===== config.mk =====
export PLATFORM = sky130hd
export DESIGN_NAME = branch_control_flat
export DESIGN_NICKNAME = d
export VERILOG_FILES = /design/src/rtl/branch_control_if.sv /design/src/rtl/branch_control.sv /design/src/flat_wrapper.sv
export SDC_FILE = /design/constraint.sdc
export NUM_CORES = 1
export LEC_CHECK = 0
export ABC_AREA = 0
export ABC_CLOCK_PERIOD_IN_PS = 2000
export BUFFER_PORTS_ARGS = -buffer_cell sky130_fd_sc_hd__buf_2
export CAP_MARGIN = 20
export CORE_ASPECT_RATIO = 0.7
export CORE_MARGIN = 2
export CORE_UTILIZATION = 51
export CTS_CLUSTER_DIAMETER = 60
export DETAILED_ROUTE_END_ITERATION = 8
export GPL_TIMING_DRIVEN = 0
export PLACE_DENSITY = 0.81
export SETUP_SLACK_MARGIN = 0.02
export SYNTH_ARGS = -nofsm -noshare
export SYNTH_HDL_FRONTEND = slang
export SYNTH_SLANG_ARGS = --single-unit

===== constraint.sdc =====
create_clock -name CLK -period 2 [get_ports CLK]
set_clock_uncertainty 0.2 [all_clocks]
set_input_delay 0.4 -clock CLK [delete_from_list [all_inputs] [get_ports CLK]]
set_output_delay 0.4 -clock CLK [all_outputs]
set_load 0.01 [all_outputs]

===== src/rtl/branch_control_if.sv =====
// -----------------------------------------------------------------------------
// branch_control_if
//   Connects the fetch side and the PC load port to branch_control.
//   Handshake: there is no back-pressure. instr_valid qualifies instr,
//   instr_pc, the PSR flags and rtarget_data in the same cycle, and a beat is
//   consumed whenever instr_valid is high. set_addr is a one-cycle strobe that
//   qualifies in_addr. link_we is a one-cycle strobe that qualifies link_sel
//   and link_data. flush marks the instruction presented in that cycle as
//   invalid.
//
//   Signals (direction as seen by the branch_control slave):
//     instr_valid, instr[15:0], instr_pc[ADDR_W-1:0]        in
//     flag_c, flag_l, flag_f, flag_z, flag_n                in
//     rtarget_data[15:0]                                    in
//     set_addr, in_addr[ADDR_W-1:0], flush                  out
//     link_we, link_sel[3:0], link_data[ADDR_W-1:0]         out
// -----------------------------------------------------------------------------
interface branch_control_if #(
    parameter int ADDR_W = 15
);
    logic              instr_valid;
    logic [15:0]       instr;
    logic [ADDR_W-1:0] instr_pc;
    logic              flag_c;
    logic              flag_l;
    logic              flag_f;
    logic              flag_z;
    logic              flag_n;
    logic [15:0]       rtarget_data;
    logic              set_addr;
    logic [ADDR_W-1:0] in_addr;
    logic              flush;
    logic              link_we;
    logic [3:0]        link_sel;
    logic [ADDR_W-1:0] link_data;

    modport master (
        output instr_valid, instr, instr_pc,
        output flag_c, flag_l, flag_f, flag_z, flag_n, rtarget_data,
        input  set_addr, in_addr, flush, link_we, link_sel, link_data
    );

    modport slave (
        input  instr_valid, instr, instr_pc,
        input  flag_c, flag_l, flag_f, flag_z, flag_n, rtarget_data,
        output set_addr, in_addr, flush, link_we, link_sel, link_data
    );
endinterface


===== src/rtl/branch_control.sv =====
// -----------------------------------------------------------------------------
// branch_control
//   Resolves Bcond / Jcond / JAL for the instruction leaving instruction
//   memory. A taken transfer in cycle N produces a one-cycle PC load
//   (set_addr/in_addr) in cycle N+1, with flush held high from N+1 for
//   1 + FLUSH_CYCLES cycles so wrong-path fetches are discarded. JAL also
//   pulses link_we in N+1 with the return address instr_pc + 1.
//
//   Ports:
//     CLK          clock, rising edge
//     CLR_N        asynchronous active-low reset
//     bus          branch_control_if.slave (instruction in, PC load/link out)
//     dbg_state    current FSM state (0 RUN, 1 REDIRECT, 2 FLUSH)
//     stats_clr    synchronous clear of taken_count   (BRANCH_STATS_EN only)
//     taken_count  saturating count of redirects      (BRANCH_STATS_EN only)
//
//   Optional feature macro: BRANCH_STATS_EN
// -----------------------------------------------------------------------------
module branch_control #(
    parameter int FLUSH_CYCLES = 2,
    parameter int ADDR_W       = 15
) (
    input  logic                  CLK,
    input  logic                  CLR_N,
`ifdef BRANCH_STATS_EN
    input  logic                  stats_clr,
    output logic [15:0]           taken_count,
`endif
    output logic [1:0]            dbg_state,
    branch_control_if.slave       bus
);

    typedef enum logic [1:0] {
        RUN      = 2'd0,
        REDIRECT = 2'd1,
        FLUSH    = 2'd2
    } state_t;

    state_t            state;
    logic [2:0]        flush_cnt;
    logic              set_addr_q;
    logic [ADDR_W-1:0] in_addr_q;
    logic              flush_q;
    logic              link_we_q;
    logic [3:0]        link_sel_q;
    logic [ADDR_W-1:0] link_data_q;

    // Decode
    logic              is_bcond;
    logic              is_jcond;
    logic              is_jal;
    logic              cond_true;
    logic              taken;
    logic [ADDR_W-1:0] target;
    logic [ADDR_W-1:0] disp_ext;

    assign is_bcond = (bus.instr[15:12] == 4'b1100);
    assign is_jcond = (bus.instr[15:12] == 4'b0100) && (bus.instr[7:4] == 4'b1100);
    assign is_jal   = (bus.instr[15:12] == 4'b0100) && (bus.instr[7:4] == 4'b1000);
    assign disp_ext = {{(ADDR_W-8){bus.instr[7]}}, bus.instr[7:0]};

    always_comb begin
        cond_true = 1'b0;
        case (bus.instr[11:8])
            4'h0: cond_true = bus.flag_z;
            4'h1: cond_true = !bus.flag_z;
            4'h2: cond_true = bus.flag_c;
            4'h3: cond_true = !bus.flag_c;
            4'h4: cond_true = bus.flag_l;
            4'h5: cond_true = !bus.flag_l;
            4'h6: cond_true = bus.flag_n;
            4'h7: cond_true = !bus.flag_n;
            4'h8: cond_true = bus.flag_f;
            4'h9: cond_true = !bus.flag_f;
            4'hA: cond_true = !bus.flag_l && !bus.flag_z;
            4'hB: cond_true = bus.flag_l || bus.flag_z;
            4'hC: cond_true = !bus.flag_n && !bus.flag_z;
            4'hD: cond_true = bus.flag_n || bus.flag_z;
            4'hE: cond_true = 1'b1;
            default: cond_true = 1'b0;
        endcase
    end

    assign taken  = is_jal || ((is_bcond || is_jcond) && cond_true);
    // Register targets drop bit 15 of the register value.
    assign target = is_bcond ? (bus.instr_pc + disp_ext) : bus.rtarget_data[ADDR_W-1:0];

    // Rtarget index and the dropped register bit are not needed here.
    logic unused_bits;
    assign unused_bits = ^{bus.instr[3:0], bus.rtarget_data[15]};

    always_ff @(posedge CLK or negedge CLR_N) begin
        if (!CLR_N) begin
            state       <= RUN;
            flush_cnt   <= 3'd0;
            set_addr_q  <= 1'b0;
            in_addr_q   <= '0;
            flush_q     <= 1'b0;
            link_we_q   <= 1'b0;
            link_sel_q  <= 4'h0;
            link_data_q <= '0;
        end else begin
            case (state)
                RUN: begin
                    set_addr_q <= 1'b0;
                    link_we_q  <= 1'b0;
                    flush_q    <= 1'b0;
                    if (bus.instr_valid && taken) begin
                        // Outputs are registered, so the strobes for the
                        // REDIRECT cycle are set on the way into it.
                        in_addr_q  <= target;
                        set_addr_q <= 1'b1;
                        flush_q    <= 1'b1;
                        link_we_q  <= is_jal;
                        if (is_jal) begin
                            link_sel_q  <= bus.instr[11:8];
                            link_data_q <= bus.instr_pc + ADDR_W'(1);
                        end
                        state <= REDIRECT;
                    end
                end
                REDIRECT: begin
                    set_addr_q <= 1'b0;
                    link_we_q  <= 1'b0;
                    flush_q    <= 1'b1;
                    flush_cnt  <= 3'(FLUSH_CYCLES);
                    state      <= FLUSH;
                end
                FLUSH: begin
                    if (flush_cnt == 3'd1) begin
                        flush_q   <= 1'b0;
                        flush_cnt <= 3'd0;
                        state     <= RUN;
                    end else begin
                        flush_cnt <= flush_cnt - 3'd1;
                    end
                end
                default: begin
                    state   <= RUN;
                    flush_q <= 1'b0;
                end
            endcase
        end
    end

`ifdef BRANCH_STATS_EN
    always_ff @(posedge CLK or negedge CLR_N) begin
        if (!CLR_N) begin
            taken_count <= 16'h0000;
        end else if (stats_clr) begin
            taken_count <= 16'h0000;
        end else if (state == RUN && bus.instr_valid && taken && taken_count != 16'hFFFF) begin
            taken_count <= taken_count + 16'h0001;
        end
    end
`endif

    assign dbg_state     = state;
    assign bus.set_addr  = set_addr_q;
    assign bus.in_addr   = in_addr_q;
    assign bus.flush     = flush_q;
    assign bus.link_we   = link_we_q;
    assign bus.link_sel  = link_sel_q;
    assign bus.link_data = link_data_q;

endmodule


===== src/flat_wrapper.sv =====
// flat-port wrapper written by rule: the top's interface ports become plain ports
module branch_control_flat 
#(
    parameter int FLUSH_CYCLES = 2,
    parameter int ADDR_W       = 15
)
  (CLK, CLR_N, dbg_state, bus_instr_valid, bus_instr, bus_instr_pc, bus_flag_c, bus_flag_l, bus_flag_f, bus_flag_z, bus_flag_n, bus_rtarget_data, bus_set_addr, bus_in_addr, bus_flush, bus_link_we, bus_link_sel, bus_link_data);
  branch_control_if #(.ADDR_W(ADDR_W)) bus_i ();
  input  logic CLK;
  input  logic CLR_N;
  output logic [1:0] dbg_state;
  input wire logic [$bits(bus_i.instr_valid)-1:0] bus_instr_valid;
  input wire logic [$bits(bus_i.instr)-1:0] bus_instr;
  input wire logic [$bits(bus_i.instr_pc)-1:0] bus_instr_pc;
  input wire logic [$bits(bus_i.flag_c)-1:0] bus_flag_c;
  input wire logic [$bits(bus_i.flag_l)-1:0] bus_flag_l;
  input wire logic [$bits(bus_i.flag_f)-1:0] bus_flag_f;
  input wire logic [$bits(bus_i.flag_z)-1:0] bus_flag_z;
  input wire logic [$bits(bus_i.flag_n)-1:0] bus_flag_n;
  input wire logic [$bits(bus_i.rtarget_data)-1:0] bus_rtarget_data;
  output wire logic [$bits(bus_i.set_addr)-1:0] bus_set_addr;
  output wire logic [$bits(bus_i.in_addr)-1:0] bus_in_addr;
  output wire logic [$bits(bus_i.flush)-1:0] bus_flush;
  output wire logic [$bits(bus_i.link_we)-1:0] bus_link_we;
  output wire logic [$bits(bus_i.link_sel)-1:0] bus_link_sel;
  output wire logic [$bits(bus_i.link_data)-1:0] bus_link_data;
  assign bus_i.instr_valid = bus_instr_valid;
  assign bus_i.instr = bus_instr;
  assign bus_i.instr_pc = bus_instr_pc;
  assign bus_i.flag_c = bus_flag_c;
  assign bus_i.flag_l = bus_flag_l;
  assign bus_i.flag_f = bus_flag_f;
  assign bus_i.flag_z = bus_flag_z;
  assign bus_i.flag_n = bus_flag_n;
  assign bus_i.rtarget_data = bus_rtarget_data;
  assign bus_set_addr = bus_i.set_addr;
  assign bus_in_addr = bus_i.in_addr;
  assign bus_flush = bus_i.flush;
  assign bus_link_we = bus_i.link_we;
  assign bus_link_sel = bus_i.link_sel;
  assign bus_link_data = bus_i.link_data;
  branch_control #(.FLUSH_CYCLES(FLUSH_CYCLES), .ADDR_W(ADDR_W)) u_core (.CLK(CLK), .CLR_N(CLR_N), .dbg_state(dbg_state), .bus(bus_i));
endmodule

# Word-level counts from Yosys, hierarchy flattened
# Index checks and enable logic that the tools add are counted.
# W data, S select, Z words.
[totals] regBits=42 in_bits=55 out_inout_bits=39 elab_cells=69
[op_classes] addsub=3 n_eq_ne=23 n_mux=13 n_reduce_logical=22
[ops] op="$eq A4 B4 Y1 const B" count=10
[ops] op="$eq A4 B3 Y1 const B" count=5
[ops] op="$add A15 B1 Y15 const B" count=1
[ops] op="$add A15 B15 Y15" count=1
[ops] op="$mux W15" count=1
[ops] op="$pmux W1 S15" count=1
[ops] op="$eq A4 B2 Y1 const B" count=2
[ops] op="$logic_and A1 B1 Y1" count=6
[ops] op="$pmux W2 S3" count=1
[ops] op="$pmux W3 S2" count=1
[ops] op="$logic_not A1 Y1" count=5
[ops] op="$eq A4 B1 Y1 const B" count=1
[ops] op="$logic_not A4 Y1" count=1
[ops] op="$logic_or A1 B1 Y1" count=4
[ops] op="$mux W2" count=2
[ops] op="$ne A2 B1 Y1 const B" count=2
[ops] op="$pmux W1 S2" count=2
[ops] op="$reduce_and A2 Y1" count=2
[ops] op="$reduce_bool A2 Y1" count=2
[ops] op="$eq A3 B1 Y1 const B" count=1
[ops] op="$mux W1" count=3
[ops] op="$mux W3" count=1
[ops] op="$pmux W1 S3" count=1
[ops] op="$reduce_and A3 Y1" count=1
[ops] op="4 further kinds" count=4

# Logic depth before layout (Yosys ltp)
# Gate-level depths: netlist of run 1.
[depth] ltp_word=8 mapped_depth=10

# Least setup slack after synthesis of run 1
# No wires, ideal clock.
[synth_timing] kind="input -> register" from="input bus_instr_pc[0]" to="register u_core.in_addr_q[14], in the netlist u_core.bus.in_addr[14]" setup_time_ps=77 t_arrival_ps=2125 required_time_ps=1723 slack_ps=-402 cell_stages=10 path_buffers=0 path_cell_list="ha_1 > inv_1 > fa_1 > nand2b_1 > a21oi_1 > a221oi_1 > o21ai_0 > xnor2_1 > mux2i_1 > o21ai_1"
[synth_via] elab_chain_cells=2
[synth_rtl] element="start: declaration" line_no="flat_wrapper.sv:14" text="input wire logic [$bits(bus_i.instr_pc)-1:0] bus_instr_pc;"
[synth_rtl] element="$add A15 B15 Y15" line_no="branch_control.sv:86" text="assign target = is_bcond ? (bus.instr_pc + disp_ext) : bus.rtarget_data[ADDR_W-1:0];"
[synth_rtl] element="$mux W15" line_no="branch_control.sv:86"
[synth_rtl] element="end signal: assignment" line_no="branch_control.sv:111" text="in_addr_q <= target;"
[synth_rtl] element="end: declaration" line_no="branch_control.sv:42" text="logic [ADDR_W-1:0] in_addr_q;"
# No other way between the ends.
# A chain may end at the register's enable or synchronous reset.

# Final worst setup path of run 1
[layout_timing] from="input bus_flag_z" to="register u_core.in_addr_q[11], in the netlist u_core.bus.in_addr[11]"
[layout_via] elab_chain_cells=7 elab_cells_between_ends=10 cone_classes="mux: 1; reduce/logical: 9"
[layout_rtl] element="start: declaration" line_no="flat_wrapper.sv:18" text="input wire logic [$bits(bus_i.flag_z)-1:0] bus_flag_z;"
[layout_rtl] element="$logic_not A1 Y1" line_no="branch_control.sv:66, branch_control.sv:75, branch_control.sv:77"
[layout_rtl] element="$logic_and A1 B1 Y1 (on tied branches)" line_no="branch_control.sv:77, branch_control.sv:75"
[layout_rtl] element="$pmux W1 S15 (*)" line_no="branch_control.sv:64" text="case (bus.instr[11:8])"
[layout_rtl] element="$logic_and A1 B1 Y1 (*)" line_no="branch_control.sv:84" text="assign taken = is_jal || ((is_bcond || is_jcond) && cond_true);"
[layout_rtl] element="$logic_or A1 B1 Y1 (*)" line_no="branch_control.sv:84"
[layout_rtl] element="$logic_and A1 B1 Y1 (*)" line_no="branch_control.sv:108" text="if (bus.instr_valid && taken) begin"
[layout_rtl] element="$reduce_and A2 Y1 (no source line) (*)"
# Every way passes the cells marked *; elsewhere a longest branch is shown, timed or not.

==> out/qor.csv, run 1 <==
metric;value;unit
Rows;22;
Vias;2792;
vias in the first global route;2598;
largest family of logic cells by synthesized area;compound AO/OA/AOI/OAI gates;
worst min path class;input pin to asynchronous set/reset pin;
max_cap viols;0;
Reg2Reg Capture Point;u_core.bus.link_data[2];
num ports;94;
CTS Hold Bufs;0;
Setup crit end kind;register;
cell area power density;765;nW/um^2
worst r2r path cells;6;
final worst path period share;110;%
commonest cells after routing, fill and taps aside;buf_2, dfrtp_1, nand2_1, nor2_1, o21ai_0;
top post-synthesis cells by area;dfrtp_1, ha_1, nand2_1;
layout cells sized above 1;42.6;%
Critical Path Source Type;input pin;
Syn Std Cell Area;2820;um^2
CTS tree;yes;
Mean Syn Cell Area;8.89;um^2
Critical Path Fanout Max;6;
Ys Warns;0;
CP arrival;2.19;ns
Seq cells post-synth;42;
mux cell area share after synthesis;5.59;%
clock-pin slew on the worst setup and hold paths;0.08;ns
Seq/Total Area, Yosys;37.3;%
FFs w/ async S/R, synth;100;%
clock sinks;42;
nets;499;
ANT nets after route;0;
status;complete, but fails checks;
Synth Area in Simple Gates;15.3;%
Num CTS Buffers;5;
post-synthesis compound-gate area fraction;19.8;%
setup_tns;-2.49;ns
DR iter-0 viols;114;
Synth Instances;317;
XOR/XNOR Fraction of Synth Area;8.39;%
Post-Synth Adder-Cell Area;9.59;%
Final Max Tran Viols;0;
# DRC;0;
Critical Path RT;1.99;ns
Final Hold Fails;0;
chip width;92.9;um
Pre-antenna DRT Iters;4;
routed wirelength normalized by instance count;16.4;um
CTS root buf;clkbuf_8;
worst skew pair latency;0.29;ns
post-layout min period;2.20;ns
DR vias/cell;5.64;
area grow syn2layout;41.4;%
Core ar.;5290;um^2
die area;6150;um^2
Yosys top cell area share;37.3;%
CTS max path bufs;2;
violated checks;setup timing;
reg-to-reg setup timing slack;0.10;ns
reg-to-reg startpoint;u_core.dbg_state[0];
fin util;75.4;%
Synth area leader;dfrtp_1;
Final HPWL DP;5.63;mm
EDFF count, synth;0;
Worst Max-Slew Pin Slew;0.942;ns
kind of critical path;input pin to register;
Final Worst Setup Slack;-0.204;ns
number of diodes;0;
f_max;454;MHz
die height;66.2;um
max_slew headroom;37.2;%
largest net degree at the start of global routing;43;
Main synth FF type;dfrtp_1;
grt ovf;0;
initial antenna violation count;0;
htree depth;2;
port bufs;91;
final WL;8.09;mm
RSZ-0062 raised after global routing;yes;
gr usage total;25.8;%
first-pass GRT wire length;12.4;mm
commonest non-fill, non-tap cell in the layout;buf_2;
post-synth net total;393;
final setup vio count;18;
final RePlAce weighted congestion;0.818;
Netlist cell types;42;
Filler Cell Count;380;
initial core utilization;53.3;%
Lkg Pwr;0.00193;uW
worst vdd rail ir drop;0.429;mV
==> cells by family (layout without fill, tap and decap cells) <==
| kind of cell | after synthesis | in the layout |
|---|---|---|
| flip-flops | 42 | 42 |
| AND/OR/NAND/NOR | 95 | 95 |
| multiplexers | 14 | 14 |
| adder cells (fa/ha/maj) | 21 | 21 |
| buffers and inverters | 24 | 130 |
| AO/OA/AOI/OAI | 94 | 94 |
| XOR/XNOR | 27 | 27 |
==> where the power goes <==
part / internal [uW] / total, uW / leakage, uW / switching, uW
sequential: 1020 / 1160 / 0.000563 / 132
clock: 400 / 689 / 0.0000573 / 289
combinational: 569 / 1210 / 0.00131 / 637
total: 1990 / 3050 / 0.00193 / 1060
==> metal layers <==
metal | part of all wire, % | up-vias | track usage (%)
li1 | - | 1332 | -
met1 | 45 | 1364 | 34.9
met4 | 0.58 | 0 | 4.04
met2 | 49 | 88 | 44.2
met3 | 5.8 | 8 | 4.68
met5 | 0 | - | 0
==> state kept, by name (all words and copies together) (netlist names) <==
signal	count
u_core.bus.link_we	1
u_core.bus.link_sel	4
u_core.bus.flush	1
u_core.bus.set_addr	1
u_core.bus.link_data	15
u_core.bus.in_addr	15
u_core.dbg_state	2
u_core.flush_cnt	3
==> synth_stat cells, drive strengths merged (3+ instances only) <==
cell type / instances
dfrtp: 42
nand2: 41
o21ai: 40
nor2: 25
a21oi: 24
ha: 20
xnor2: 16
inv: 12
xor2: 11
nand3: 10
mux2: 8
a211oi: 6
buf: 6
clkbuf: 6
mux2i: 6
a21o: 5
nor3b: 5
nor3: 4
nand4: 3
o21bai: 3
==> worst max-delay path: stages <==
cell and delay (ns):
buf_2 0.15, or4b_4 0.48, a21oi_2 0.14, a311oi_2 0.06, a311oi_2 0.34, o21ai_2 0.14
buf_6 0.17, mux2_4 0.29
==> per-stage QoR <==
stage	total power [uW]	setup WS (ns)	hold slack [ns]	area, um^2	instances
finish	3050	-0.204	0.0453	3990	495
global route	3230	-0.242	0.120	3990	495
CTS	2910	-0.201	0.0824	3810	492
detailed placement	2130	-0.752	0.268	3430	480
global placement	2100	-0.679	0.259	3430	480
floorplan	1750	-0.314	-0.0956	2880	317
==> repair_timing <==
item                                   CTS  global route
endpoints found under the hold margin    0             0
setup endpoints to repair               19            34
resized for setup                       51            36
buffers inserted                         5             4
pin swaps                               27            24
cloned                                   1             0
==> how the worst max path moves through the flow <==
stage	from	endpoint	slack [ns]	cells past startpoint
floorplan	bus_instr_pc[0]	u_core.bus.in_addr[14]	-0.31	10
global placement	bus_instr_pc[5]	u_core.bus.in_addr[11]	-0.68	9
detailed placement	bus_instr_pc[5]	u_core.bus.in_addr[11]	-0.75	9
CTS	bus_instr[9]	u_core.dbg_state[1]	-0.20	8
global route	bus_flag_z	u_core.bus.in_addr[11]	-0.24	8
finish	bus_flag_z	u_core.bus.in_addr[11]	-0.20	8
==> area by class of cell <==
class                   count  area (um^2)  area share [%]
plain buffers              11          101            2.54
clock buffers               6         82.6            2.07
clock inverters             1         30.0           0.753
inverters                  12         45.0            1.13
multi-input cells         251         2020            50.7
flip-flops and latches     42         1050            26.4
well taps                  72         90.1            2.26
repair buffers            100          567            14.2
(Power assumes the default switching activity.)
==> run 2, diff against run 1 <==
ABC_CLOCK_PERIOD_IN_PS = 1800   (was 2000)
CORE_UTILIZATION = 46   (was 51)
PLACE_DENSITY = 0.77   (was 0.81)
clock period = 1.8 ns   (was 2 ns; I/O delays follow)
==> run 2 against run 1 <==
The flow still finishes with violations (setup timing). Clock-buffer cell count is 1 lower. Global-route usage fell by 2.5 points. Highest routed layer unchanged. Clock power shrank 14%. Critical path depth did not move. Critical path type unchanged. Largest cell class unchanged. Setup slack got worse by 0.13 ns. Combinational power up 17%. Worst hold slack got worse by 0.039 ns. Sequential power grew 9%. Largest power group unchanged. Core utilization down 4.0 points. Non-clock buffer count increased by 9.
==> out/qor.csv, run 2 (synthesized netlist as in run 1, its figures left out) <==
metric;value;unit;change
DR vias/cell;5.72;;was 5.64
CTS max path bufs;2;;unchanged
ANT nets after route;0;;unchanged
chip width;97.6;um;was 92.9 um
vias in the first global route;2750;;was 2598
first-pass GRT wire length;13.0;mm;was 12.4 mm
Top delay family on crit path;compound AO/OA/AOI/OAI gates;;unchanged
layout cells sized above 1;44.8;%;was 42.6%
CP arrival;2.13;ns;was 2.19 ns
post-layout min period;2.13;ns;
WHS;0.00580;ns;was 0.0453 ns
largest net degree at the start of global routing;43;;unchanged
status;complete, but fails checks;;unchanged
CTS tree;yes;;unchanged
Lkg Pwr;0.00200;uW;was 0.00193 uW
met2 GRT Util;37.2;%;was 44.2%
grt ovf;0;;unchanged
worst min path class;input pin to asynchronous set/reset pin;;unchanged
Vias;2907;;was 2792
cells along the critical path;buf_12, or4b_4, a21oi_2, a311oi_2, a311oi_2, nor2_2, a21oi_2, mux2_4;;was buf_2, or4b_4, a21oi_2, a311oi_2, a311oi_2, o21ai_2, buf_6, mux2_4
commonest cells after routing, fill and taps aside;buf_2, dfrtp_1, nand2_1, nor2_1, o21ai_0;;unchanged
initial antenna violation count;0;;unchanged
worst path bufs/invs;1;;was 2
nets;509;;was 499
sequential cell area;1050;um^2;unchanged
clock sinks;42;;unchanged
Pre-antenna DRT Iters;4;;unchanged
htree depth;2;;unchanged
die area;6780;um^2;was 6150 um^2
Num CTS Buffers;5;;unchanged
fin util;71.4;%;was 75.4%
worst skew pair latency;0.31;ns;was 0.29 ns
worst vdd rail ir drop;0.396;mV;was 0.429 mV
Critical Path Fanout Max;3;;was 6
# DRC;0;;unchanged
kind of critical path;input pin to register;;unchanged
final setup vio count;19;;was 18
final WL;8.83;mm;was 8.09 mm
f_max;469;MHz;
CTS root buf;clkbuf_8;;unchanged
port bufs;91;;unchanged
num ports;94;;unchanged
Critical Path RT;1.80;ns;was 1.99 ns
initial core utilization;48.5;%;was 53.3%
max_cap viols;0;;unchanged
RSZ-0062 raised after global routing;yes;;unchanged
area of the multi-input gates;2080;um^2;was 2020 um^2
area grow syn2layout;47.3;%;was 41.4%
Crit path largest cell delay;0.52;ns;was 0.48 ns
gr usage total;23.3;%;was 25.8%
Final Hold Fails;0;;unchanged
Final HPWL DP;5.77;mm;was 5.63 mm
dpl ws;-0.872;ns;was -0.752 ns
Core ar.;5810;um^2;was 5290 um^2
GRT met1 Usage;32.3;%;was 34.9%
global routing's busiest layer;met2;;unchanged
commonest non-fill, non-tap cell in the layout;buf_2;;unchanged
violated checks;setup timing;;unchanged
Rows;23;;was 22
reg-to-reg startpoint;u_core.dbg_state[0];;unchanged
cell area power density;792;nW/um^2;was 765 nW/um^2
Worst Max-Slew Pin Slew;0.970;ns;was 0.942 ns
final RePlAce weighted congestion;0.898;;was 0.818
max_slew headroom;35.3;%;was 37.2%
Final Max Tran Viols;0;;unchanged
DR iter-0 viols;198;;was 114
grt met3 use;6.75;%;was 4.68%
clock-pin slew on the worst setup and hold paths;0.08;ns;about the same
Final Worst Setup Slack;-0.331;ns;was -0.204 ns
routed wirelength normalized by instance count;17.4;um;was 16.4 um
Critical Path Source Type;input pin;;unchanged
total chip power;3290;uW;was 3050 uW
final worst path period share;118;%;
number of diodes;0;;unchanged
CTS Hold Bufs;0;;unchanged
design area;4150;um^2;was 3990 um^2
Filler Cell Count;438;;was 380
CP startpoint;bus_instr[11];;was bus_flag_z
Area after DPL;3440;um^2;was 3430 um^2
Setup crit end kind;register;;unchanged
Crit-path slowest cell;or4b_4;;unchanged
die height;69.5;um;was 66.2 um
-- run 2: path summary, 6_finish.rpt --
kind / end / slack [ns] / cells after the start
max: u_core.dbg_state[1] / -0.33 / 8
min: u_core.dbg_state[0] / 0.006 / 1
max reg2reg: u_core.bus.in_addr[13] / 0 / 5
min reg2reg: u_core.bus.in_addr[0] / 0.28 / 2
max in group asynchronous: u_core.bus.in_addr[4] / 0.80 / 1
min in group CLK: u_core.bus.link_data[0] / 0.08 / 2
-- run 2: cell type report --
| cell class | instances | share of cell area, % |
|---|---|---|
| plain buffers | 11 | 2.92 |
| clock buffers | 5 | 1.66 |
| clock inverters | 2 | 0.241 |
| inverters | 12 | 1.08 |
| multi-input cells | 252 | 50.0 |
| flip-flops and latches | 42 | 25.3 |
| well taps | 75 | 2.26 |
| repair buffers | 109 | 16.5 |
-- run 2: per-stage QoR --
stage | TNS (ns) | std cells
6_report | -4.86 | 508
5_1_grt | -5.97 | 508
4_1_cts | -4.24 | 497
3_5_place_dp | -18.84 | 483
3_3_place_gp | -17.85 | 483
2_1_floorplan | -6.94 | 317
-- run 2: where the power goes --
group / internal [uW] / switching (uW)
combinational: 660 / 764
clock: 261 / 333
sequential: 1140 / 133
-- run 2: timing repair --
item | 4_1_cts | 5_1_grt
gates cloned | 0 | 4
buffers inserted | 8 | 8
gates resized for setup | 53 | 56
setup endpoints to repair | 33 | 36
pin swaps | 24 | 29
-- run 2: worst reg2reg max path: cells and delay by family, from the launching register on --
family | cells | cell delay [ns]
DFF | 1 | 0.42
adders and majority gates | 1 | 0.37
muxes | 1 | 0.29
buffers and inverters | 2 | 0.27
AOI/OAI and AO/OA | 1 | 0.13
-- run 2: per-layer routing --
metal / routed length, um / vias up
li1: - / 1359
met1: 3790 / 1422
met2: 4200 / 104
met3: 618 / 22
met4: 227 / 0
met5: 0 / -
==> run 3, diff against run 2 <==
CORE_UTILIZATION = 47   (was 46)
CTS_BUF_LIST = sky130_fd_sc_hd__clkbuf_2   (was not set)
PLACE_DENSITY = not set   (was 0.77)
PLACE_DENSITY_LB_ADDON = 0.3   (was not set)
==> run 3 against run 2 <==
The run ends with hold timing, setup timing left. Worst hold slack lost 0.0089 ns. Core utilization up 2.4 points. Register-to-register slack better by 0.06 ns. Critical path depth increased by 1. Global-route usage is 1.9 points higher. Setup slack improved by 0.15 ns. Flip-flop and latch count did not move. Fmax increased by 7.7%. Cell count rose by 2.0%. Die area shrank 2.0%. Critical path type unchanged.
==> out/qor.csv, run 3 (synthesized netlist as in run 1, its figures left out) <==
metric;value;unit;change
status;complete, but fails checks;;unchanged
violated checks;hold timing, setup timing;;was setup timing
num ports;94;;unchanged
Core ar.;5760;um^2;was 5810 um^2
kind of critical path;input pin to register;;unchanged
f_max;505;MHz;was 469 MHz
Hold EP;u_core.bus.in_addr[14];;
cell mode on critical path;buf_6;;
CTS max path bufs;2;;unchanged
chip width;96.6;um;was 97.6 um
nets;518;;was 509
Pre-antenna DRT Iters;6;;was 4
Num CTS Buffers;5;;unchanged
max_cap viols;0;;unchanged
Critical Path RT;1.95;ns;was 1.80 ns
number of diodes;0;;unchanged
Final Max Tran Viols;0;;unchanged
commonest cells after routing, fill and taps aside;buf_2, dfrtp_1, nand2_1, nor2_1, o21ai_0;;unchanged
final worst path period share;110;%;was 118%
DR vias/cell;5.64;;was 5.72
Final HPWL DP;5.83;mm;was 5.77 mm
Critical Path Fanout Max;8;;was 3
CTS tree;yes;;unchanged
clock sinks;42;;unchanged
worst path bufs/invs;3;;was 1
design area;4250;um^2;was 4150 um^2
final setup vio count;17;;was 19
die height;68.8;um;was 69.5 um
hold path cells;3;;
# DRC;0;;unchanged
commonest non-fill, non-tap cell in the layout;buf_2;;unchanged
Reg2Reg Capture Point;u_core.dbg_state[1];;was u_core.bus.in_addr[13]
Critical Path Source Type;input pin;;unchanged
final RePlAce weighted congestion;0.869;;was 0.898
ANT nets after route;0;;unchanged
max_slew headroom;37.5;%;was 35.3%
first-pass GRT wire length;12.8;mm;was 13.0 mm
sequential cell area;1050;um^2;unchanged
Filler Cell Count;420;;was 438
initial antenna violation count;0;;unchanged
Vias;2920;;was 2907
fin util;73.8;%;was 71.4%
vias in the first global route;2795;;was 2750
die area;6640;um^2;was 6780 um^2
WHS;-0.00307;ns;was 0.00580 ns
gr usage total;25.2;%;was 23.3%
worst min path class;input pin to register;;was input pin to asynchronous set/reset pin
clock-pin slew on the worst setup and hold paths;0.24;ns;was 0.08 ns
Rows;23;;unchanged
Lkg Pwr;0.00203;uW;was 0.00200 uW
reg-to-reg setup timing slack;0.06;ns;was 0 ns
area of the multi-input gates;2090;um^2;was 2080 um^2
grt ovf;0;;unchanged
worst r2r path cells;5;;unchanged
Post-Layout Cell Count;518;;was 508
post-layout min period;1.98;ns;was 2.13 ns
routed wirelength normalized by instance count;17.3;um;was 17.4 um
final WL;8.98;mm;was 8.83 mm
htree depth;2;;unchanged
layout cells sized above 1;42.7;%;was 44.8%
Worst Max-Slew Pin Slew;0.938;ns;was 0.970 ns
worst hold path startpoint;bus_rtarget_data[14];;
initial core utilization;49.0;%;was 48.5%
Crit-path slowest cell;a311oi_2;;was or4b_4
area grow syn2layout;50.7;%;was 47.3%
Setup crit end kind;register;;unchanged
DR iter-0 viols;204;;was 198
port bufs;91;;unchanged
Post-Place Cells;483;;unchanged
CTS root buf;clkbuf_2;;was clkbuf_8
RSZ-0062 raised after global routing;yes;;unchanged
cell area power density;823;nW/um^2;was 792 nW/um^2
worst vdd rail ir drop;0.345;mV;was 0.396 mV
cells along the critical path;buf_6, buf_8, nor3b_4, a21oi_2, a211o_1, a311oi_2, o21ai_2, buf_6, mux2_4;;was buf_12, or4b_4, a21oi_2, a311oi_2, a311oi_2, nor2_2, a21oi_2, mux2_4
Crit path largest cell delay;0.39;ns;was 0.52 ns
CP arrival;2.13;ns;about the same
largest net degree at the start of global routing;43;;unchanged
reg-to-reg startpoint;u_core.dbg_state[0];;unchanged
Area after DPL;3440;um^2;unchanged
Top delay family on crit path;compound AO/OA/AOI/OAI gates;;unchanged
Final Worst Setup Slack;-0.179;ns;was -0.331 ns
worst skew pair latency;0.44;ns;was 0.31 ns
Final Hold Fails;1;;was 0
[run 3: cell count changes in the layout (fill, tap and decap cells not counted), moves of 4 or more]
cell and change:
clkbuf_2 +5, clkbuf_8 -4, o21ai_2 -5, o21ai_1 +5, buf_6 -5, nand2_2 +4, dlygate4sd3_1 +14
[run 3: per-stage QoR]
stage / setup TNS (ns) / total power [uW] / worst slack [ns]
floorplan: -6.94 / 1950 / -0.474
global placement: -17.69 / 2340 / -0.910
detailed placement: -19.64 / 2380 / -0.972
CTS: -1.42 / 3270 / -0.128
global route: -2.71 / 3680 / -0.193
finish: -2.24 / 3500 / -0.179
[run 3: how the worst max path moves through the flow]
stage                                   endpoint  slack, ns  cells after the start             from
after detailed placement  u_core.bus.in_addr[14]      -0.97                     11  bus_instr_pc[0]
after global placement    u_core.bus.in_addr[14]      -0.91                     11  bus_instr_pc[0]
final                     u_core.bus.in_addr[11]      -0.18                      9     bus_instr[9]
after global routing      u_core.bus.in_addr[11]      -0.19                      9     bus_instr[9]
after floorplan           u_core.bus.in_addr[14]      -0.47                     10  bus_instr_pc[0]
after CTS                 u_core.bus.in_addr[11]      -0.13                      8     bus_instr[8]
[run 3: worst reg2reg max path, stage by stage, from the launching register on]
cell,delay [ns]
dfrtp_1,0.47
inv_1,0.14
ha_1,0.22
o21a_1,0.28
a21oi_2,0.06
mux2_4,0.30
[run 3: layout make-up]
type / count / share of cell area [%]
repair buffers: 118 / 17.7
well taps: 75 / 2.21
clock inverters: 3 / 1.62
clock buffers: 5 / 0.589
plain buffers: 12 / 2.77
multi-input cells: 251 / 49.3
flip-flops and latches: 42 / 24.7
inverters: 12 / 1.06
[run 3: what timing repair did]
action	in CTS	in global routing
gates resized for setup	54	44
pin swaps	27	19
setup buffers	9	3
gates cloned	0	1
endpoints found under the setup margin	31	34
hold endpoints to repair	55	0
hold buffers	14	0
[run 3: power by group]
part | internal (uW) | total [uW] | switching (uW) | leakage (uW)
Sequential | 1140 | 1260 | 128 | 0.000563
Clock | 376 | 723 | 347 | 0.0000532
Combinational | 727 | 1510 | 783 | 0.00141
[run 3: layer usage]
metal	GRT usage, %	up-vias	share of wire [%]
li1	-	1376	-
met1	33.6	1392	43
met2	42.5	131	47
met3	4.89	21	7.8
met4	6.87	0	1.6
met5	0	-	0
